File: src/rtl/iec_sd_arbiter_pkg.sv
// Shared types and helpers for the SD-channel arbiter and the drive selector.
package iec_sd_pkg;

   typedef enum logic [1:0] {
      IDLE = 2'd0,
      REQ  = 2'd1,
      XFER = 2'd2
   } state_e;

   typedef enum logic {
      OP_RD = 1'b0,
      OP_WR = 1'b1
   } op_e;

   function automatic int NDR_CLAMP(input int drives);
      if (drives < 1) return 1;
      if (drives > 4) return 4;
      return drives;
   endfunction

endpackage

File: src/rtl/iec_sd_arbiter_if.sv
// Per-drive SD ports plus the single host SD channel, bundled for the arbiter.
interface iec_sd_arbiter_if #(
   parameter int NDR = 2
);
   logic [31:0]    dev_lba      [NDR];
   logic [5:0]     dev_sz       [NDR];
   logic [NDR-1:0] dev_rd;
   logic [NDR-1:0] dev_wr;
   logic [NDR-1:0] dev_ack;
   logic [7:0]     dev_buff_din [NDR];
   logic [NDR-1:0] dev_buff_wr;

   logic [31:0]    sd_lba;
   logic [5:0]     sd_sz;
   logic           sd_rd;
   logic           sd_wr;
   logic           sd_ack;
   logic [7:0]     sd_buff_din;
   logic           sd_buff_wr;

   // master: the arbiter; slave: drives plus host around it
   modport master (
      input  dev_lba, dev_sz, dev_rd, dev_wr, dev_buff_din, sd_ack, sd_buff_wr,
      output dev_ack, dev_buff_wr, sd_lba, sd_sz, sd_rd, sd_wr, sd_buff_din
   );

   modport slave (
      output dev_lba, dev_sz, dev_rd, dev_wr, dev_buff_din, sd_ack, sd_buff_wr,
      input  dev_ack, dev_buff_wr, sd_lba, sd_sz, sd_rd, sd_wr, sd_buff_din
   );
endinterface

File: src/rtl/iec_sd_arbiter_rr_pick.sv
// Combinational round-robin picker: first pending index after ptr, wrapping.
module rr_pick #(
   parameter int NDR = 2
) (
   input  logic [NDR-1:0] pending,
   input  logic [1:0]     ptr,
   output logic           valid,
   output logic [1:0]     idx
);
   // Scan from the farthest candidate down so the nearest one after ptr wins.
   always_comb begin
      valid = 1'b0;
      idx   = 2'd0;
      for (int k = NDR; k >= 1; k--) begin
         if (pending[(int'(ptr) + k) % NDR]) begin
            valid = 1'b1;
            idx   = 2'((int'(ptr) + k) % NDR);
         end
      end
   end
endmodule

File: src/rtl/iec_sd_arbiter.sv
// Round-robin sharing of one host SD channel between up to four drives.
//   state | meaning
//   IDLE  | no grant; requesters sampled, winner latched
//   REQ   | host sd_rd/sd_wr asserted, waiting for sd_ack (or timeout)
//   XFER  | host acked; data routed to/from granted drive until ack falls
module iec_sd_arbiter
   import iec_sd_pkg::*;
#(
   parameter int DRIVES  = 2,
   parameter int TIMEOUT = 4_000_000
) (
   input  logic              clk_sys,
   input  logic              reset,
   iec_sd_arbiter_if.master  bus,
   output logic              busy,
   output logic [1:0]        grant
);
   localparam int          NDR     = NDR_CLAMP(DRIVES);
   localparam logic [1:0]  PTR_RST = 2'(NDR - 1);
   localparam logic [31:0] TO_LAST = (TIMEOUT > 0) ? 32'(TIMEOUT - 1) : 32'd0;

   state_e      state_q, state_d;
   logic [1:0]  grant_q, grant_d;
   logic [1:0]  ptr_q,   ptr_d;
   logic [31:0] lba_q,   lba_d;
   logic [5:0]  sz_q,    sz_d;
   logic        rd_q,    rd_d;
   logic        wr_q,    wr_d;
   logic [31:0] cnt_q,   cnt_d;

   logic [NDR-1:0] pending;
   logic           pick_valid;
   logic [1:0]     pick_idx;
   op_e            pick_op;
   logic [31:0]    pick_lba;
   logic [5:0]     pick_sz;
   logic [7:0]     din_sel;
   logic           timed_out;

   assign pending = bus.dev_rd | bus.dev_wr;

   rr_pick #(.NDR(NDR)) u_pick (
      .pending (pending),
      .ptr     (ptr_q),
      .valid   (pick_valid),
      .idx     (pick_idx)
   );

   always_comb begin
      pick_lba = '0;
      pick_sz  = '0;
      pick_op  = OP_RD;
      din_sel  = '0;
      for (int i = 0; i < NDR; i++) begin
         if (pick_idx == 2'(i)) begin
            pick_lba = bus.dev_lba[i];
            pick_sz  = bus.dev_sz[i];
            pick_op  = bus.dev_wr[i] ? OP_WR : OP_RD;
         end
         if (grant_q == 2'(i)) din_sel = bus.dev_buff_din[i];
      end
   end

   assign timed_out = (TIMEOUT != 0) && (cnt_q == TO_LAST);

   always_comb begin
      state_d = state_q;
      grant_d = grant_q;
      ptr_d   = ptr_q;
      lba_d   = lba_q;
      sz_d    = sz_q;
      rd_d    = rd_q;
      wr_d    = wr_q;
      cnt_d   = cnt_q;
      case (state_q)
         IDLE: begin
            if (pick_valid) begin
               grant_d = pick_idx;
               lba_d   = pick_lba;
               sz_d    = pick_sz;
               rd_d    = (pick_op == OP_RD);
               wr_d    = (pick_op == OP_WR);
               cnt_d   = '0;
               state_d = REQ;
            end
         end
         REQ: begin
            if (bus.sd_ack) begin
               rd_d    = 1'b0;
               wr_d    = 1'b0;
               state_d = XFER;
            end else if (timed_out) begin
               rd_d    = 1'b0;
               wr_d    = 1'b0;
               ptr_d   = grant_q;
               state_d = IDLE;
            end else if (cnt_q != '1) begin
               cnt_d = cnt_q + 32'd1;
            end
         end
         XFER: begin
            if (!bus.sd_ack) begin
               ptr_d   = grant_q;
               state_d = IDLE;
            end
         end
         default: state_d = IDLE;
      endcase
   end

   always_ff @(posedge clk_sys) begin
      if (reset) begin
         state_q <= IDLE;
         grant_q <= 2'd0;
         ptr_q   <= PTR_RST;
         lba_q   <= '0;
         sz_q    <= '0;
         rd_q    <= 1'b0;
         wr_q    <= 1'b0;
         cnt_q   <= '0;
      end else begin
         state_q <= state_d;
         grant_q <= grant_d;
         ptr_q   <= ptr_d;
         lba_q   <= lba_d;
         sz_q    <= sz_d;
         rd_q    <= rd_d;
         wr_q    <= wr_d;
         cnt_q   <= cnt_d;
      end
   end

   // Host strobes reach only the granted drive, and never while idle.
   always_comb begin
      bus.dev_ack     = '0;
      bus.dev_buff_wr = '0;
      for (int i = 0; i < NDR; i++) begin
         bus.dev_ack[i]     = bus.sd_ack     && (grant_q == 2'(i)) && (state_q != IDLE);
         bus.dev_buff_wr[i] = bus.sd_buff_wr && (grant_q == 2'(i)) && (state_q != IDLE);
      end
   end

   assign bus.sd_lba      = lba_q;
   assign bus.sd_sz       = sz_q;
   assign bus.sd_rd       = rd_q;
   assign bus.sd_wr       = wr_q;
   assign bus.sd_buff_din = din_sel;
   assign busy            = (state_q != IDLE);
   assign grant           = grant_q;
endmodule

File: src/flat_wrapper.sv
// flat-port wrapper written by rule: the top's interface ports become plain ports
module iec_sd_arbiter_flat import iec_sd_pkg::*;
#(
   parameter int DRIVES  = 2,
   parameter int TIMEOUT = 4_000_000
)
  (clk_sys, reset, busy, grant, bus_dev_lba, bus_dev_sz, bus_dev_rd, bus_dev_wr, bus_dev_buff_din, bus_sd_ack, bus_sd_buff_wr, bus_dev_ack, bus_dev_buff_wr, bus_sd_lba, bus_sd_sz, bus_sd_rd, bus_sd_wr, bus_sd_buff_din);
  iec_sd_arbiter_if #(.NDR(2)) bus_i ();
  input  logic clk_sys;
  input  logic reset;
  output logic busy;
  output logic [1:0] grant;
  input wire logic [$bits(bus_i.dev_lba)-1:0] bus_dev_lba;
  input wire logic [$bits(bus_i.dev_sz)-1:0] bus_dev_sz;
  input wire logic [$bits(bus_i.dev_rd)-1:0] bus_dev_rd;
  input wire logic [$bits(bus_i.dev_wr)-1:0] bus_dev_wr;
  input wire logic [$bits(bus_i.dev_buff_din)-1:0] bus_dev_buff_din;
  input wire logic [$bits(bus_i.sd_ack)-1:0] bus_sd_ack;
  input wire logic [$bits(bus_i.sd_buff_wr)-1:0] bus_sd_buff_wr;
  output wire logic [$bits(bus_i.dev_ack)-1:0] bus_dev_ack;
  output wire logic [$bits(bus_i.dev_buff_wr)-1:0] bus_dev_buff_wr;
  output wire logic [$bits(bus_i.sd_lba)-1:0] bus_sd_lba;
  output wire logic [$bits(bus_i.sd_sz)-1:0] bus_sd_sz;
  output wire logic [$bits(bus_i.sd_rd)-1:0] bus_sd_rd;
  output wire logic [$bits(bus_i.sd_wr)-1:0] bus_sd_wr;
  output wire logic [$bits(bus_i.sd_buff_din)-1:0] bus_sd_buff_din;
  assign bus_i.dev_lba = {>>{bus_dev_lba}};
  assign bus_i.dev_sz = {>>{bus_dev_sz}};
  assign bus_i.dev_rd = bus_dev_rd;
  assign bus_i.dev_wr = bus_dev_wr;
  assign bus_i.dev_buff_din = {>>{bus_dev_buff_din}};
  assign bus_i.sd_ack = bus_sd_ack;
  assign bus_i.sd_buff_wr = bus_sd_buff_wr;
  assign bus_dev_ack = bus_i.dev_ack;
  assign bus_dev_buff_wr = bus_i.dev_buff_wr;
  assign bus_sd_lba = bus_i.sd_lba;
  assign bus_sd_sz = bus_i.sd_sz;
  assign bus_sd_rd = bus_i.sd_rd;
  assign bus_sd_wr = bus_i.sd_wr;
  assign bus_sd_buff_din = bus_i.sd_buff_din;
  iec_sd_arbiter #(.DRIVES(DRIVES), .TIMEOUT(TIMEOUT)) u_core (.clk_sys(clk_sys), .reset(reset), .bus(bus_i), .busy(busy), .grant(grant));
endmodule
File: config.mk
export PLATFORM = sky130hd
export DESIGN_NAME = iec_sd_arbiter_flat
export DESIGN_NICKNAME = d
export VERILOG_FILES = /design/src/rtl/iec_sd_arbiter_pkg.sv /design/src/rtl/iec_sd_arbiter_if.sv /design/src/rtl/iec_sd_arbiter_rr_pick.sv /design/src/rtl/iec_sd_arbiter.sv /design/src/flat_wrapper.sv
export SDC_FILE = /design/constraint.sdc
export NUM_CORES = 1
export LEC_CHECK = 0
export CORE_AREA = 2 2 116 118
export CTS_BUF_LIST = sky130_fd_sc_hd__clkbuf_8
export DETAILED_ROUTE_END_ITERATION = 10
export DIE_AREA = 0 0 118 120
export MAX_ROUTING_LAYER = met4
export PLACE_DENSITY = 0.69
export SKIP_LAST_GASP = 1
export SYNTH_ARGS = -nofsm -noshare
export SYNTH_HDL_FRONTEND = slang
export SYNTH_SLANG_ARGS = --single-unit
File: constraint.sdc
create_clock -name clk_sys -period 2.6 [get_ports clk_sys]
set_input_delay 0.52 -clock clk_sys [delete_from_list [all_inputs] [get_ports clk_sys]]
set_output_delay 0.52 -clock clk_sys [all_outputs]
set_load 0.02 [all_outputs]
# After elaboration in Yosys (flattened, before gate mapping)
# Index checks and enable logic that the tools add are counted.
[word_totals] out_inout_bits=55 inputBits=100 register_bits=77 word_cells=89
[op_classes] n_mux=40 order_cmp=2 n_addsub=3 n_reduce_logical=19 bitwise=4 n_eq_ne=13
[ops] operator="$mux 32" n=6
[ops] operator="$pmux 32 s2" n=1
[ops] operator="$add 32x1->32 const B" n=1
[ops] operator="$eq 32x22->1 const B" n=1
[ops] operator="$ne 32x32->1 const B" n=1
[ops] operator="$mux 1" n=19
[ops] operator="$mux 8" n=2
[ops] operator="$mux 2" n=6
[ops] operator="$mux 6" n=2
[ops] operator="$logic_and 1x1->1" n=8
[ops] operator="$eq 2x1->1 const B" n=3
[ops] operator="$logic_not 2->1" n=3
[ops] operator="$lt 2x3->1 const B" n=2
[ops] operator="$ne 2x1->1 const B" n=3
[ops] operator="$ne 2x2->1 const B" n=3
[ops] operator="$pmux 1 s2" n=3
[ops] operator="$pmux 2 s3" n=1
[ops] operator="$reduce_and 3->1" n=2
[ops] operator="$reduce_bool 2->1" n=3
[ops] operator="$reduce_and 5->1" n=1
[ops] operator="$reduce_and 4->1" n=1
[ops] operator="$ne 3x2->1 const B" n=1
[ops] operator="$add 1x1->1 const B" n=2
[ops] operator="$and 1x1->1 const A" n=2
[ops] operator="4 further kinds" n=4

# Longest topological paths before layout
# Gate-level depths: netlist of run 1.
[depth] ltp_word=13 ltp_mapped=10 depth_no_buf=7

# Modules after synthesis
# A second synthesis of run 1 with hierarchy kept.
[unflattened] hier_cells=545 area_unflattened_um2=4294.1
[by_module_without_submodules] mod="iec_sd_arbiter" n_inst=1 area_each_um2=4269.1 cells_per_inst=541 seq_area_each_um2=1561.5
[by_module_without_submodules] mod="rr_pick" n_inst=1 area_each_um2=25.0 cells_per_inst=4 seq_area_each_um2=0.0

# Least setup slack after synthesis of run 1
# No wires, ideal clock.
[synth_timing] kind="reg2reg" from="register u_core.cnt_q[0]" to="register u_core.cnt_q[6]" t_arrival_ps=2145 setup_time_ps=119 n_path_buf=1 setup_slack_ps=336 required_time_ps=2481 synth_period_minus_slack_ps=2264 path_stages_with_launch=9 cell_sequence="dfxtp_1 ha_1 nand3_1 or4b_4 nor4_4 a311o_2 buf_6 nor4_1 o221a_1"
[synth_between] elab_chain_len=5 elab_cells_between_ends=10 cone_classes="add/sub: 1; eq/ne: 4; mux: 4; reduce/logical: 1"
[synth_lines] item="start, declared" line_no="iec_sd_arbiter.sv:29" text="logic [31:0] cnt_q, cnt_d;"
[synth_lines] item="start signal, assigned" line_no="iec_sd_arbiter.sv:129" text="cnt_q <= cnt_d;"
[synth_lines] item="$add 32x1->32" line_no="iec_sd_arbiter.sv:98" text="cnt_d = cnt_q + 32'd1;"
[synth_lines] item="$mux 32" line_no="iec_sd_arbiter.sv:97" text="end else if (cnt_q != '1) begin"
[synth_lines] item="$mux 32" line_no="iec_sd_arbiter.sv:92" text="end else if (timed_out) begin"
[synth_lines] item="$mux 32" line_no="iec_sd_arbiter.sv:88" text="if (bus.sd_ack) begin"
[synth_lines] item="$pmux 32 s2" line_no="iec_sd_arbiter.sv:75" text="case (state_q)"
# Several ways; a longest one is shown, not always the timed one. The select of a mux whose other input is x is not followed.
# A chain may end at the register's enable or synchronous reset.

# Final worst setup path of run 1
[layout_timing] from="register u_core.cnt_q[1]" to="register u_core.ptr_q[0]"
[layout_between] elab_chain_len=3
[layout_lines] item="$eq 32x22->1" line_no="iec_sd_arbiter.sv:64" text="assign timed_out = (TIMEOUT != 0) && (cnt_q == TO_LAST);"
[layout_lines] item="$ne 2x1->1 (no line)"
[layout_lines] item="$reduce_and 4->1 (no line)"
[layout_lines] item="end signal, assigned" line_no="iec_sd_arbiter.sv:124" text="ptr_q <= ptr_d;"
[layout_lines] item="end, declared" line_no="iec_sd_arbiter.sv:24" text="logic [1:0] ptr_q, ptr_d;"
# Every way passes these cells.

==> metrics, run 1 <==
vias in the first global route between 3000 and 4000; routed vias 3935; slowest cell on the critical path or4b_4; Setup Skew 11.6 ps; Tightest Hold Check Type reg -> reg; Max-slew headroom a little under half; number of core rows 42; fin area 0.00586 sq mm; First-pass DRT Iterations 4; Hold Path Depth 1; Die Y 120 microns; kind of critical path reg -> reg; number of port buffers 153; post-DP HPWL approximately 8.4 mm; commonest non-fill, non-tap cell in the layout clkdlybuf4s50_1; clk root buf clkbuf_8; Int Power 2180 uW; power share of the clock group 32.5%; Final Routed Wirelength between 10 and 15 mm; Worst setup EP type register; Starting DRT DRC Count 221; Final period util a little over nine tenths; max-slew violations 0; cell area power density 520 mW/mm^2; Post-synth top flop dfxtp_1; H-tree levels 3; Cells after Synth 432; combinational power share between 20% and 30%; Reg clk slew, reported paths 80 ps; post-synth cell types 50; Leakage Power 0.00230 uW; CP cell instances ha_1 > nand3_2 > or4b_4 > nor4_4 > buf_4 > a21o_1 > a21boi_0 > a311o_1; cell total after placement about 750; grt total ovfl 0; FF-to-FF Start u_core.cnt_q[1]; Starting Density 29.3%; Post-Synthesis Cell Area 0.00380 sq mm; critical path arrival 2710 ps; worst slew pin tran 795 ps; Hold Fails Final Rpt 0; hold path start u_core.cnt_q[20]; Max IR drop VDD 0.302 mV; Switching Share between 20% and 30%; Post-route DRC 0; Reg2Reg Capture Point u_core.ptr_q[0]; R2R Setup Slk 140 ps; RSZ-0062 raised after global routing no; clk_lat worst skew 360 ps; largest net degree at the start of global routing 79; maximum fanout along the worst path 6; Worst Path Buf+Inv 1; CP Data Required Time 2850 ps; chip width 118 microns; Wirelength per Cell between 10 and 15 microns; most frequent cells in the layout 152 x clkdlybuf4s50_1, 75 x dfxtp_1, 57 x nor2_1; CP top delay family simple AND/OR/NAND/NOR gates; average cell area after synthesis around 8.8 sq um; Final #Nets 690; Placed Instance Area around 0.0056 sq mm; Core ar. 0.0130 sq mm; die footprint 0.0142 sq mm; Net Count, Synth ~530; GR Util All Layers 16.2%; P_sw 866 uW; status complete, no violations; Final Non-Filler Cells between 700 and 800; R2R cell count 8; layout cells sized above 1 11.5%; CTS Buffer Depth 2; sequential share of power between 40% and 50%; area grow syn2layout 54.1%; first-pass GRT wire length 18.5 mm; I/O pin total 155; synth warn 0; async set-reset flop share out of synthesis 0%; sequential area share after synthesis between 40% and 50%; Routability Congestion 0.841; Crit path largest cell delay 540 ps; #FFs+latches synth 76; initial antenna violation count 1; DR vias/cell 5.11; crit path time final 2460 ps; fmax 407 MHz; clock sinks 76; Num CTS Buffers 9; CTS tree done; antenna violation net count after detailed routing 0; Hold EP u_core.cnt_q[20]; max_cap viols 0; # setup viols final 0; Setup crit start kind register; EDFF count, synth 0
## routing by layer
metal	wire length, microns	track usage, %	share of wire [%]	vias up
met5	0	-	0	-
met4	208	6.55	1.8	0
met3	640	3.37	5.6	14
met2	5690	27.2	50	131
met1	4850	18.9	43	1837
li1	-	-	-	1953
## repair_timing
action                                 4_1_cts  5_1_grt
resized for setup                            1        5
pin swaps                                    0        2
hold buffers                                 0        0
endpoints found under the hold margin        0        0
gates cloned                                 0        1
buffers inserted                             0        2
setup endpoints to repair                    3       35
## through the flow
step	setup slack (ps)	util, %	power [uW]	hold WS [ps]	TNS (ps)
2_1_floorplan	336	-	1680	448	0
3_3_place_gp	-68.1	43.0	2070	464	-131
3_5_place_dp	-128	43.0	2080	470	-760
4_1_cts	-3.22	44.8	3060	487	-3.22
5_1_grt	26.9	45.1	3180	506	0
6_report	140	45.1	3040	491	0
## cells in the mapped netlist, drive strengths merged, types with 2 or more instances
master,number,area [sq um]
a211oi,39,293
a21o,2,15.0
a21oi,18,90.1
a22oi,2,15.0
a311o,3,31.3
a31oi,16,100
a41oi,4,35.0
and3,7,43.8
buf,13,82.6
clkbuf,18,67.6
dfxtp,76,1520
inv,10,37.5
mux2,8,90.1
mux2i,40,400
nand2,28,108
nand3,13,70.1
nand4,7,50.1
nor2,58,218
nor3,4,20.0
nor4,8,71.3
nor4b,3,26.3
o211ai,11,82.6
o21a,3,22.5
o21ai,10,50.1
o31ai,10,75.1
or2,5,31.3
or4,3,22.5
## final cells by class
cell class                      count  area (sq um)
Clock inverter                      6          88.8
Multi-Input combinational cell    316          2150
Tap cell                          176           220
Sequential cell                    76          1520
Inverter                           10          37.5
Antenna cell                        1          2.50
Fill cell                        1266          7120
Timing Repair Buffer              176          1710
Clock buffer                        9           124
## sequential cells by signal, indices dropped and copies added, names as in the netlist
register / flops
u_core.bus.sd_rd: 1
u_core.bus.sd_sz: 6
u_core.bus.sd_wr: 1
u_core.state_q: 2
u_core.grant: 1
u_core.cnt_q: 32
u_core.ptr_q: 1
u_core.bus.sd_lba: 32
## worst register-to-register path, delay by kind of cell, from the launching register on
family	cells	cell delay [ps]
AOI/OAI and AO/OA	3	530
buffers and inverters	1	190
and+or+nand+nor	3	1050
adders and majority gates	1	210
DFF	1	380
## cell families after synthesis
logic type | count (synthesis) | share of synthesized area, %
and+or+nand+nor | 141 | 18.8
AOI/OAI and AO/OA | 124 | 22.9
DFF | 76 | 40.0
muxes | 48 | 12.9
buffers and inverters | 41 | 4.94
adders and majority gates | 1 | 0.329
other | 1 | 0.0987
## power by group through the flow
stage / sequential (uW) / clock (uW) / combinational (uW)
finish: 1280 / 988 / 775
global route: 1290 / 1050 / 832
CTS: 1280 / 1000 / 776
detailed placement: 1310 / 0 / 771
global placement: 1310 / 0 / 761
floorplan: 1390 / 0 / 288
## how the worst max path moves through the flow
stage                          from  slack, ps  cells after the start          endpoint
floorplan           u_core.cnt_q[0]        340                      8   u_core.cnt_q[6]
global route          bus_dev_rd[0]         30                      8  u_core.cnt_q[23]
global placement      bus_dev_rd[0]        -70                      8  u_core.cnt_q[23]
detailed placement    bus_dev_rd[0]       -130                      8  u_core.cnt_q[23]
finish              u_core.cnt_q[1]        140                      8   u_core.ptr_q[0]
CTS                 u_core.cnt_q[1]         -3                      7  u_core.cnt_q[11]
Power figures use the tool's default switching activity.
==> run 2, diff against run 1 <==
Settings changed: SLEW_MARGIN set to 20.
==> results of run 2 <==
No change in the layout: final DEF, timing and power equal those of run 1.
